<file path="config.mk">
export PLATFORM = sky130hd
export DESIGN_NAME = nco_sweep_ctrl
export DESIGN_NICKNAME = d
export VERILOG_FILES = /design/src/rtl/nco_sweep_ctrl.sv
export SDC_FILE = /design/constraint.sdc
export NUM_CORES = 1
export LEC_CHECK = 0
export CAP_MARGIN = 0
export CORE_ASPECT_RATIO = 1.2
export CORE_MARGIN = 2
export CORE_UTILIZATION = 54
export CTS_CLUSTER_SIZE = 14
export DETAILED_ROUTE_END_ITERATION = 12
export PLACE_DENSITY = 0.89
export SLEW_MARGIN = 20
export SYNTH_ARGS = -nofsm -noshare
export SYNTH_HDL_FRONTEND = slang
export SYNTH_SLANG_ARGS = --single-unit
</file>
<file path="constraint.sdc">
create_clock -name clk -period 3.95 [get_ports clk]
set_clock_uncertainty 0.05 [all_clocks]
set_input_delay 1.185 -clock clk [delete_from_list [all_inputs] [get_ports clk]]
set_output_delay 1.185 -clock clk [all_outputs]
set_load 0.02 [all_outputs]
</file>
<file path="src/rtl/nco_sweep_ctrl.sv">
// Frequency-sweep controller feeding the NCO freq_res/phase inputs (linear chirp generator).
// Latency: start to first freq_res value = 1 clock; each step held dwell+1 clocks.
// Backpressure: none; stop aborts immediately, start is ignored while a sweep is running.
module nco_sweep_ctrl #(
    parameter int FREQ_W  = 6,
    parameter int PHASE_W = 8,
    parameter int DWELL_W = 16
) (
    input  logic               clk,
    input  logic               rst,
    input  logic               start,
    input  logic               stop,
    input  logic               mode,
    input  logic [FREQ_W-1:0]  f_start,
    input  logic [FREQ_W-1:0]  f_stop,
    input  logic [FREQ_W-1:0]  f_step,
    input  logic [DWELL_W-1:0] dwell,
    input  logic [PHASE_W-1:0] phase_init,
    output logic [FREQ_W-1:0]  freq_res,
    output logic [PHASE_W-1:0] phase,
    output logic               busy,
    output logic               done
);

    typedef enum logic [1:0] {
        ST_IDLE   = 2'd0,
        ST_DWELL  = 2'd1,
        ST_FINISH = 2'd2
    } state_t;

    state_t               state_q, state_d;
    logic [FREQ_W-1:0]    freq_res_q, freq_res_d;
    logic [PHASE_W-1:0]   phase_q, phase_d;
    logic                 busy_q, busy_d;
    logic                 done_q, done_d;
    logic [DWELL_W-1:0]   cnt_q, cnt_d;

    // Sweep parameters captured at start so input changes mid-sweep have no effect.
    logic [FREQ_W-1:0]    fstart_q, fstart_d;
    logic [FREQ_W-1:0]    fstop_q, fstop_d;
    logic [FREQ_W-1:0]    fstep_q, fstep_d;
    logic [DWELL_W-1:0]   dwell_q, dwell_d;
    logic                 mode_q, mode_d;
    logic                 up_q, up_d;

    // One extra bit so the next step can be compared against f_stop without wrapping.
    logic [FREQ_W:0]      nxt_up;
    logic [FREQ_W:0]      nxt_dn;
    logic                 hit_up;
    logic                 hit_dn;

    // Candidate next increment and whether it reaches or passes the end point.
    always_comb begin
        nxt_up = {1'b0, freq_res_q} + {1'b0, fstep_q};
        nxt_dn = {1'b0, freq_res_q} - {1'b0, fstep_q};
        hit_up = (nxt_up >= {1'b0, fstop_q});
        hit_dn = ($signed(nxt_dn) <= $signed({1'b0, fstop_q}));
    end

    // Next-state and output computation for the sweep FSM.
    always_comb begin
        state_d    = state_q;
        freq_res_d = freq_res_q;
        phase_d    = phase_q;
        busy_d     = busy_q;
        done_d     = 1'b0;
        cnt_d      = cnt_q;
        fstart_d   = fstart_q;
        fstop_d    = fstop_q;
        fstep_d    = fstep_q;
        dwell_d    = dwell_q;
        mode_d     = mode_q;
        up_d       = up_q;

        case (state_q)
            ST_IDLE: begin
                busy_d = 1'b0;
                // stop wins over a simultaneous start
                if (start && !stop) begin
                    fstart_d   = f_start;
                    fstop_d    = f_stop;
                    fstep_d    = (f_step == '0) ? FREQ_W'(1) : f_step;
                    dwell_d    = dwell;
                    mode_d     = mode;
                    up_d       = (f_stop >= f_start);
                    freq_res_d = f_start;
                    phase_d    = phase_init;
                    busy_d     = 1'b1;
                    cnt_d      = '0;
                    state_d    = ST_DWELL;
                end
            end
            ST_DWELL: begin
                if (stop) begin
                    busy_d  = 1'b0;
                    state_d = ST_IDLE;
                end else if (cnt_q == dwell_q) begin
                    cnt_d = '0;
                    if (freq_res_q == fstop_q) begin
                        // End of the final dwell: restart sawtooth or finish.
                        if (mode_q) begin
                            freq_res_d = fstart_q;
                        end else begin
                            busy_d  = 1'b0;
                            done_d  = 1'b1;
                            state_d = ST_FINISH;
                        end
                    end else if (up_q ? hit_up : hit_dn) begin
                        freq_res_d = fstop_q;
                    end else begin
                        freq_res_d = up_q ? nxt_up[FREQ_W-1:0] : nxt_dn[FREQ_W-1:0];
                    end
                end else begin
                    cnt_d = cnt_q + {{(DWELL_W-1){1'b0}}, 1'b1};
                end
            end
            ST_FINISH: begin
                // done pulse lasts exactly this one cycle; stop here also lands in IDLE
                busy_d  = 1'b0;
                state_d = ST_IDLE;
            end
            default: begin
                busy_d  = 1'b0;
                state_d = ST_IDLE;
            end
        endcase
    end

    // State and output registers with synchronous reset.
    always_ff @(posedge clk) begin
        if (rst) begin
            state_q    <= ST_IDLE;
            freq_res_q <= FREQ_W'(1);
            phase_q    <= '0;
            busy_q     <= 1'b0;
            done_q     <= 1'b0;
            cnt_q      <= '0;
            fstart_q   <= '0;
            fstop_q    <= '0;
            fstep_q    <= FREQ_W'(1);
            dwell_q    <= '0;
            mode_q     <= 1'b0;
            up_q       <= 1'b1;
        end else begin
            state_q    <= state_d;
            freq_res_q <= freq_res_d;
            phase_q    <= phase_d;
            busy_q     <= busy_d;
            done_q     <= done_d;
            cnt_q      <= cnt_d;
            fstart_q   <= fstart_d;
            fstop_q    <= fstop_d;
            fstep_q    <= fstep_d;
            dwell_q    <= dwell_d;
            mode_q     <= mode_d;
            up_q       <= up_d;
        end
    end

    assign freq_res = freq_res_q;
    assign phase    = phase_q;
    assign busy     = busy_q;
    assign done     = done_q;

endmodule
</file>
==> results of run 1 <==
## per-stage QoR
step                utilization (%)  worst slack (ns)
global placement              64.83            0.3654
floorplan                         -            0.4580
CTS                           67.12           0.06573
global route                  67.29         0.0006186
detailed placement            64.83            0.1020
finish                        67.29            0.2688
## worst reg2reg max path, cell delays in order, from the launching register on
cell,delay (ns)
dfxtp_1,0.40
inv_1,0.11
ha_1,0.29
nand2b_1,0.06
a21oi_1,0.22
and2_1,0.23
o21a_1,0.12
nor2_1,0.05
xnor2_1,0.13
ha_1,0.29
and3_1,0.19
a221o_1,0.36
a32oi_4,0.42
mux2i_1,0.14
a211o_1,0.31
a311oi_2,0.23
## logic make-up after synthesis
family	count (synthesis)	synth area share, %
multiplexers	11	2.748
buffers and inverters	48	4.794
adder cells (fa/ha/maj)	33	10.44
AO/OA/AOI/OAI	104	17.13
AND/OR/NAND/NOR	199	21.71
XOR/XNOR	42	8.977
flip-flops	70	34.20
## placed cells by master, fill, tap and decap left out, types with 4 or more instances in the layout
master	n
xnor2_1	9
nor2_1	42
ha_1	31
nand3_1	7
o21ai_0	6
dfxtp_1	69
nand2b_1	7
a21oi_2	4
and2_1	5
a21oi_1	56
nor3_1	8
nand4_1	4
inv_1	20
a21o_1	4
xor2_1	33
nand2_1	101
and3_1	4
mux2i_1	9
a311oi_1	4
clkdlybuf4s50_1	61
clkbuf_8	10
nor4_1	9
## cell type report
cell class | instances | area [um2]
Tap cell | 90 | 112.6
Fill cell | 617 | 2394
Clock buffer | 12 | 145.1
Sequential cell | 70 | 1403
Clock inverter | 4 | 22.52
Timing Repair Buffer | 65 | 638.1
Inverter | 22 | 82.58
Multi-Input combinational cell | 389 | 2520
## per-layer routing
metal | wire length (um) | track usage (%) | part of all wire, % | vias to the layer above
met5 | 0 | 0 | 0 | -
met1 | 4370 | 29.40 | 42 | 1764
met3 | 429 | 4.232 | 4.2 | 21
met2 | 5303 | 46.59 | 51 | 104
li1 | - | - | - | 1845
met4 | 231 | 9.181 | 2.2 | 0
## sequential cells by signal (all words and copies together), names as in the netlist
register / count
state_q: 2
phase: 8
fstop_q: 6
up_q: 1
dwell_q: 16
done: 1
freq_res: 6
busy: 1
cnt_q: 16
fstart_q: 6
fstep_q: 6
mode_q: 1
## power breakdown
group          leakage, uW  total [uW]  internal, uW  switching, uW
Combinational      0.00132         490           226            264
Clock            0.0000861         506           242            264
Sequential        0.000571         768           736           32.6
## final timing paths
kind	cells after the start	endpoint	start	slack, ns
setup reg to reg	15	freq_res[4]	fstep_q[1]	0.27
hold / removal	2	phase[7]	phase[7]	0.41
hold reg to reg	2	phase[7]	phase[7]	0.41
setup / recovery	15	freq_res[4]	fstep_q[1]	0.27
## repair_timing
item                       CTS  global route
setup buffers                0             0
gates resized for setup      0             4
setup endpoints to repair    0             5
==> results.sh, run 1 <==
export IMPL_hold_viol=0
export IMPL_grt_use_total_pct=25.24
export IMPL_worstSetupStartpointType="register"
export IMPL_finalCritPeriodShare_pct=93.19
export IMPL_num_antenna_cells=0
export IMPL_worstPathRequired_ns=4.16
export IMPL_rsz0062_at_grt="no"
export IMPL_drv_cap=0
export IMPL_crit_fanout=9
export IMPL_area_delta_synth_final_pct=20.15
export IMPL_grt_pass1_vias=3628
export IMPL_ys_seq_area_share_pct=34.20
export IMPL_cts_htree_levels=3
export IMPL_drt_vias_per_instance=5.727
export IMPL_p_leak_uw=0.001980
export IMPL_cp_cell_sequence="inv_1, ha_1, nand2b_1, a21oi_1, and2_1, o21a_1, nor2_1, xnor2_1, ha_1, and3_1, a221o_1, a32oi_4, mux2i_1, a211o_1, a311oi_2"
export IMPL_holdWs_ns=0.4070
export IMPL_ys_ff_latch=70
export IMPL_cts_clk_slew_worst_paths_ns=0.08
export IMPL_grt_pass1_wl_mm=17.06
export IMPL_io_buffers=62
export IMPL_final_cell_count_no_fill=652
export IMPL_first_iter_violations=226
export IMPL_drive_above_1_share_pct=6.584
export IMPL_ys_types=57
export IMPL_clkLatencyLatePin_ns=0.34
export IMPL_synth_fp_nets=587
export IMPL_wl_per_cell_um=15.85
export IMPL_wirelength_mm=10.34
export IMPL_post_route_drc_count=0
export IMPL_grt_overflow_total=0
export IMPL_max_stage_delay_ns=0.42
export IMPL_gp_congestion=0.9331
export IMPL_ios=63
export IMPL_cts_tree="built"
export IMPL_die_width_um=83.52
export IMPL_cpMaxStageDelayCell="a32oi_4"
export IMPL_die_h_um=99.43
export IMPL_netlist_instances=507
export IMPL_min_period_ns=3.681
export IMPL_num_vias=3734
export IMPL_synthArstFlopShare_pct=0
export IMPL_p_total_uw=1764
export IMPL_synth_warning_count=0
export IMPL_synth_top_area_share_pct=34.20
export IMPL_grt_max_degree=47
export IMPL_start_util_pct=56.00
export IMPL_cts_made_buffers=9
export IMPL_critPathCaptureType="register"
export IMPL_std_cell_rows=34
export IMPL_synth_area_per_cell_um2=8.082
export IMPL_arrival_ns=3.89
export IMPL_worstPathBufferInverterCount=1
export IMPL_worst_setup_path_type="reg2reg"
export IMPL_power_density_nw_per_um2=358.3
export IMPL_ys_top_cells_by_count="nand2_1 (101), dfxtp_1 (70), a21oi_1 (56)"
export IMPL_crit_family="compound AO/OA/AOI/OAI gates"
export IMPL_antenna_left=0
export IMPL_synth_ff_type="dfxtp_1"
export IMPL_yosysTopAreaCell="dfxtp_1"
export IMPL_hold_class="reg2reg"
export IMPL_setup_viol=0
export IMPL_max_freq_mhz=271.7
export IMPL_critPathMostFrequentCell="ha_1"
export IMPL_placed_cell_area_um2=4743
export IMPL_hold_buffers=0
export IMPL_core_area_um2=7317
export IMPL_setup_tns_ns=0
export IMPL_synth_edf_count=0
export IMPL_ir_worst_vdd_v=0.0002489
export IMPL_dr_pass1_iters=4
export IMPL_slew_headroom_pct=50.22
export IMPL_cts_buffer_depth=2
export IMPL_root_buffer="clkbuf_8"
export IMPL_tightestPinTransition_ns=0.7466
export IMPL_hpwl_mm=7.398
export IMPL_synthMostInstantiatedCell="nand2_1"
export IMPL_antenna_found_initial=0
export IMPL_finalMaxSlewViolations=0
export IMPL_status="complete, no violations"
export IMPL_die_area_um2=8304
export IMPL_nets=637
export IMPL_syn_cell_area_um2=4098
export IMPL_clock_sinks=70
export IMPL_post_place_cells=636
export IMPL_synth_area_leaders="dfxtp_1 (34%), ha_1 (9.5%), nand2_1 (9.3%)"
export IMPL_design_area_um2=4923
(Power assumes the default switching activity.)
==> inputs of run 2 (changes only) <==
CTS_BUF_LIST = sky130_fd_sc_hd__clkbuf_8 sky130_fd_sc_hd__clkbuf_16   (was unset)
==> run 2 against run 1 <==
  * Final cell count unchanged
  * First-iteration DRC count increased by 0.88%
  * Clock-buffer cell count is 2 lower
  * Fmax barely moved
  * Worst hold slack hardly changed
  * Power down 0.28%
  * Core utilization is the same
  * Critical path depth did not move
  * Sequential power hardly changed
  * Critical path type unchanged
  * Largest cell class unchanged
==> results.sh, run 2 (same netlist as run 1, synthesis figures left out) <==
export IMPL_num_antenna_cells=0
export IMPL_drive_above_1_share_pct=6.584
export IMPL_grt_pass1_wl_mm=17.06
export IMPL_clkLatencyLatePin_ns=0.34
export IMPL_antenna_found_initial=0
export IMPL_nets=637
export IMPL_wirelength_mm=10.34
export IMPL_wl_met1_mm=4.438
export IMPL_routed_top_layer="met4"
export IMPL_tightestPinTransition_ns=0.7457
export IMPL_first_iter_violations=228
export IMPL_die_h_um=99.43
export IMPL_wl_per_cell_um=15.85
export IMPL_finalCritPeriodShare_pct=93.22
export IMPL_cts_buffer_depth=2
export IMPL_setup_viol=0
export IMPL_rsz0062_at_grt="no"
export IMPL_utilization_pct=67.29
export IMPL_start_util_pct=56.00
export IMPL_wl_met2_mm=5.238
export IMPL_status="complete, no violations"
export IMPL_cts_setup_buffers=0
export IMPL_hold_viol=0
export IMPL_worst_setup_path_type="reg2reg"
export IMPL_drt_vias_per_instance=5.719
export IMPL_cts_tree="built"
export IMPL_grt_use_total_pct=25.24
export IMPL_power_frac_comb_pct=27.8
export IMPL_grt_pass1_vias=3628
export IMPL_die_width_um=83.52
export IMPL_core_area_um2=7317
export IMPL_critPathCaptureType="register"
export IMPL_clock_sinks=70
export IMPL_slew_headroom_pct=50.29
export IMPL_power_density_nw_per_um2=357.3
export IMPL_p_leak_uw=0.001988
export IMPL_area_delta_synth_final_pct=20.15
export IMPL_drv_cap=0
export IMPL_crit_fanout=9
export IMPL_std_cell_rows=34
export IMPL_die_area_um2=8304
export IMPL_finalMaxSlewViolations=0
export IMPL_dr_pass1_iters=5
export IMPL_wl_met3_um=437
export IMPL_io_buffers=62
export IMPL_internal_power_uw=1198
export IMPL_grt_overflow_total=0
export IMPL_setup_tns_ns=0
export IMPL_antenna_left=0
export IMPL_cts_htree_levels=3
export IMPL_seqPwrFrac_pct=43.7
export IMPL_ir_worst_vdd_v=0.0002489
export IMPL_max_freq_mhz=271.6
export IMPL_min_period_ns=3.682
export IMPL_arrival_ns=3.89
export IMPL_post_route_drc_count=0
export IMPL_worstSetupStartpointType="register"
export IMPL_layout_commonest_cell="nand2_1"
export IMPL_worstPathRequired_ns=4.16
export IMPL_root_buffer="clkbuf_8"
export IMPL_ios=63
export IMPL_p_total_uw=1759
export IMPL_swShare_pct=31.89
export IMPL_final_cell_mix="nand2_1 (101), dfxtp_1 (69), clkdlybuf4s50_1 (61)"
export IMPL_cts_clk_slew_worst_paths_ns=0.08
export IMPL_hold_class="reg2reg"
export IMPL_power_switching_uw=560.9
export IMPL_hold_buffers=0
export IMPL_num_vias=3729
export IMPL_hpwl_mm=7.398
export IMPL_gp_congestion=0.9331
export IMPL_power_frac_clock_pct=28.5
export IMPL_cts_made_buffers=9
export IMPL_grt_max_degree=47
run 2: changes by cell type in the layout (fill, tap and decap cells not counted):
cell / previous run / this run
clkbuf_1: 2 / 0
inv_1: 20 / 22
run 2: layout make-up:
| class | instances | area, um2 |
|---|---|---|
| multi-input combinational | 389 | 2520 |
| fill | 617 | 2394 |
| sequential | 70 | 1403 |
| timing repair buffer | 65 | 638.1 |
| clock buffer | 10 | 137.6 |
| tap | 90 | 112.6 |
| inverter | 22 | 82.58 |
| clock inverter | 6 | 30.03 |
run 2: worst max-delay path: stages, from the launching register on:
cell	delay [ns]
dfxtp_1	0.40
inv_1	0.11
ha_1	0.29
nand2b_1	0.06
a21oi_1	0.22
and2_1	0.23
o21a_1	0.12
nor2_1	0.05
xnor2_1	0.13
ha_1	0.29
and3_1	0.19
a221o_1	0.36
a32oi_4	0.42
mux2i_1	0.14
a211o_1	0.32
a311oi_2	0.23
run 2: power groups by stage:
stage | combinational (uW) | sequential, uW | clock, uW
3_3_place_gp | 462 | 780 | 0
2_1_floorplan | 323 | 785 | 0
4_1_cts | 482 | 767 | 514
5_1_grt | 539 | 772 | 539
3_5_place_dp | 475 | 783 | 0
6_report | 490 | 768 | 501
run 2: path summary, 6_finish.rpt:
path / startpoint / end / slack [ns] / cells after the start
worst min register to register: phase[7] / phase[7] / 0.41 / 2
worst min-delay path: phase[7] / phase[7] / 0.41 / 2
worst max-delay path: fstep_q[1] / freq_res[4] / 0.27 / 15
worst max register to register: fstep_q[1] / freq_res[4] / 0.27 / 15
run 2: through the flow:
| stage | instances | setup slack [ns] | cell area, um2 | hold WS, ns |
|---|---|---|---|---|
| finish | 652 | 0.2677 | 4923 | 0.4073 |
| floorplan | 507 | 0.4580 | 4098 | 0.3857 |
| global route | 652 | 0.0006186 | 4923 | 0.4318 |
| detailed placement | 636 | 0.1020 | 4743 | 0.3981 |
| CTS | 652 | 0.06573 | 4911 | 0.4089 |
| global placement | 636 | 0.3654 | 4743 | 0.3917 |
run 2: what timing repair did:
item / in CTS / in global routing
gates resized for setup: 0 / 4
setup endpoints to repair: 0 / 5
endpoints found under the hold margin: 0 / 0
run 2: routing by layer:
layer | global-route usage, % | up-vias
met5 | 0 | -
met4 | 9.181 | 0
met3 | 4.232 | 21
met2 | 46.59 | 110
met1 | 29.40 | 1751
li1 | - | 1847
==> inputs of run 3 (changes only) <==
CTS_CLUSTER_DIAMETER = 80   (was unset)
==> results of run 3 <==
No change in the layout: final DEF, timing and power equal those of run 2.
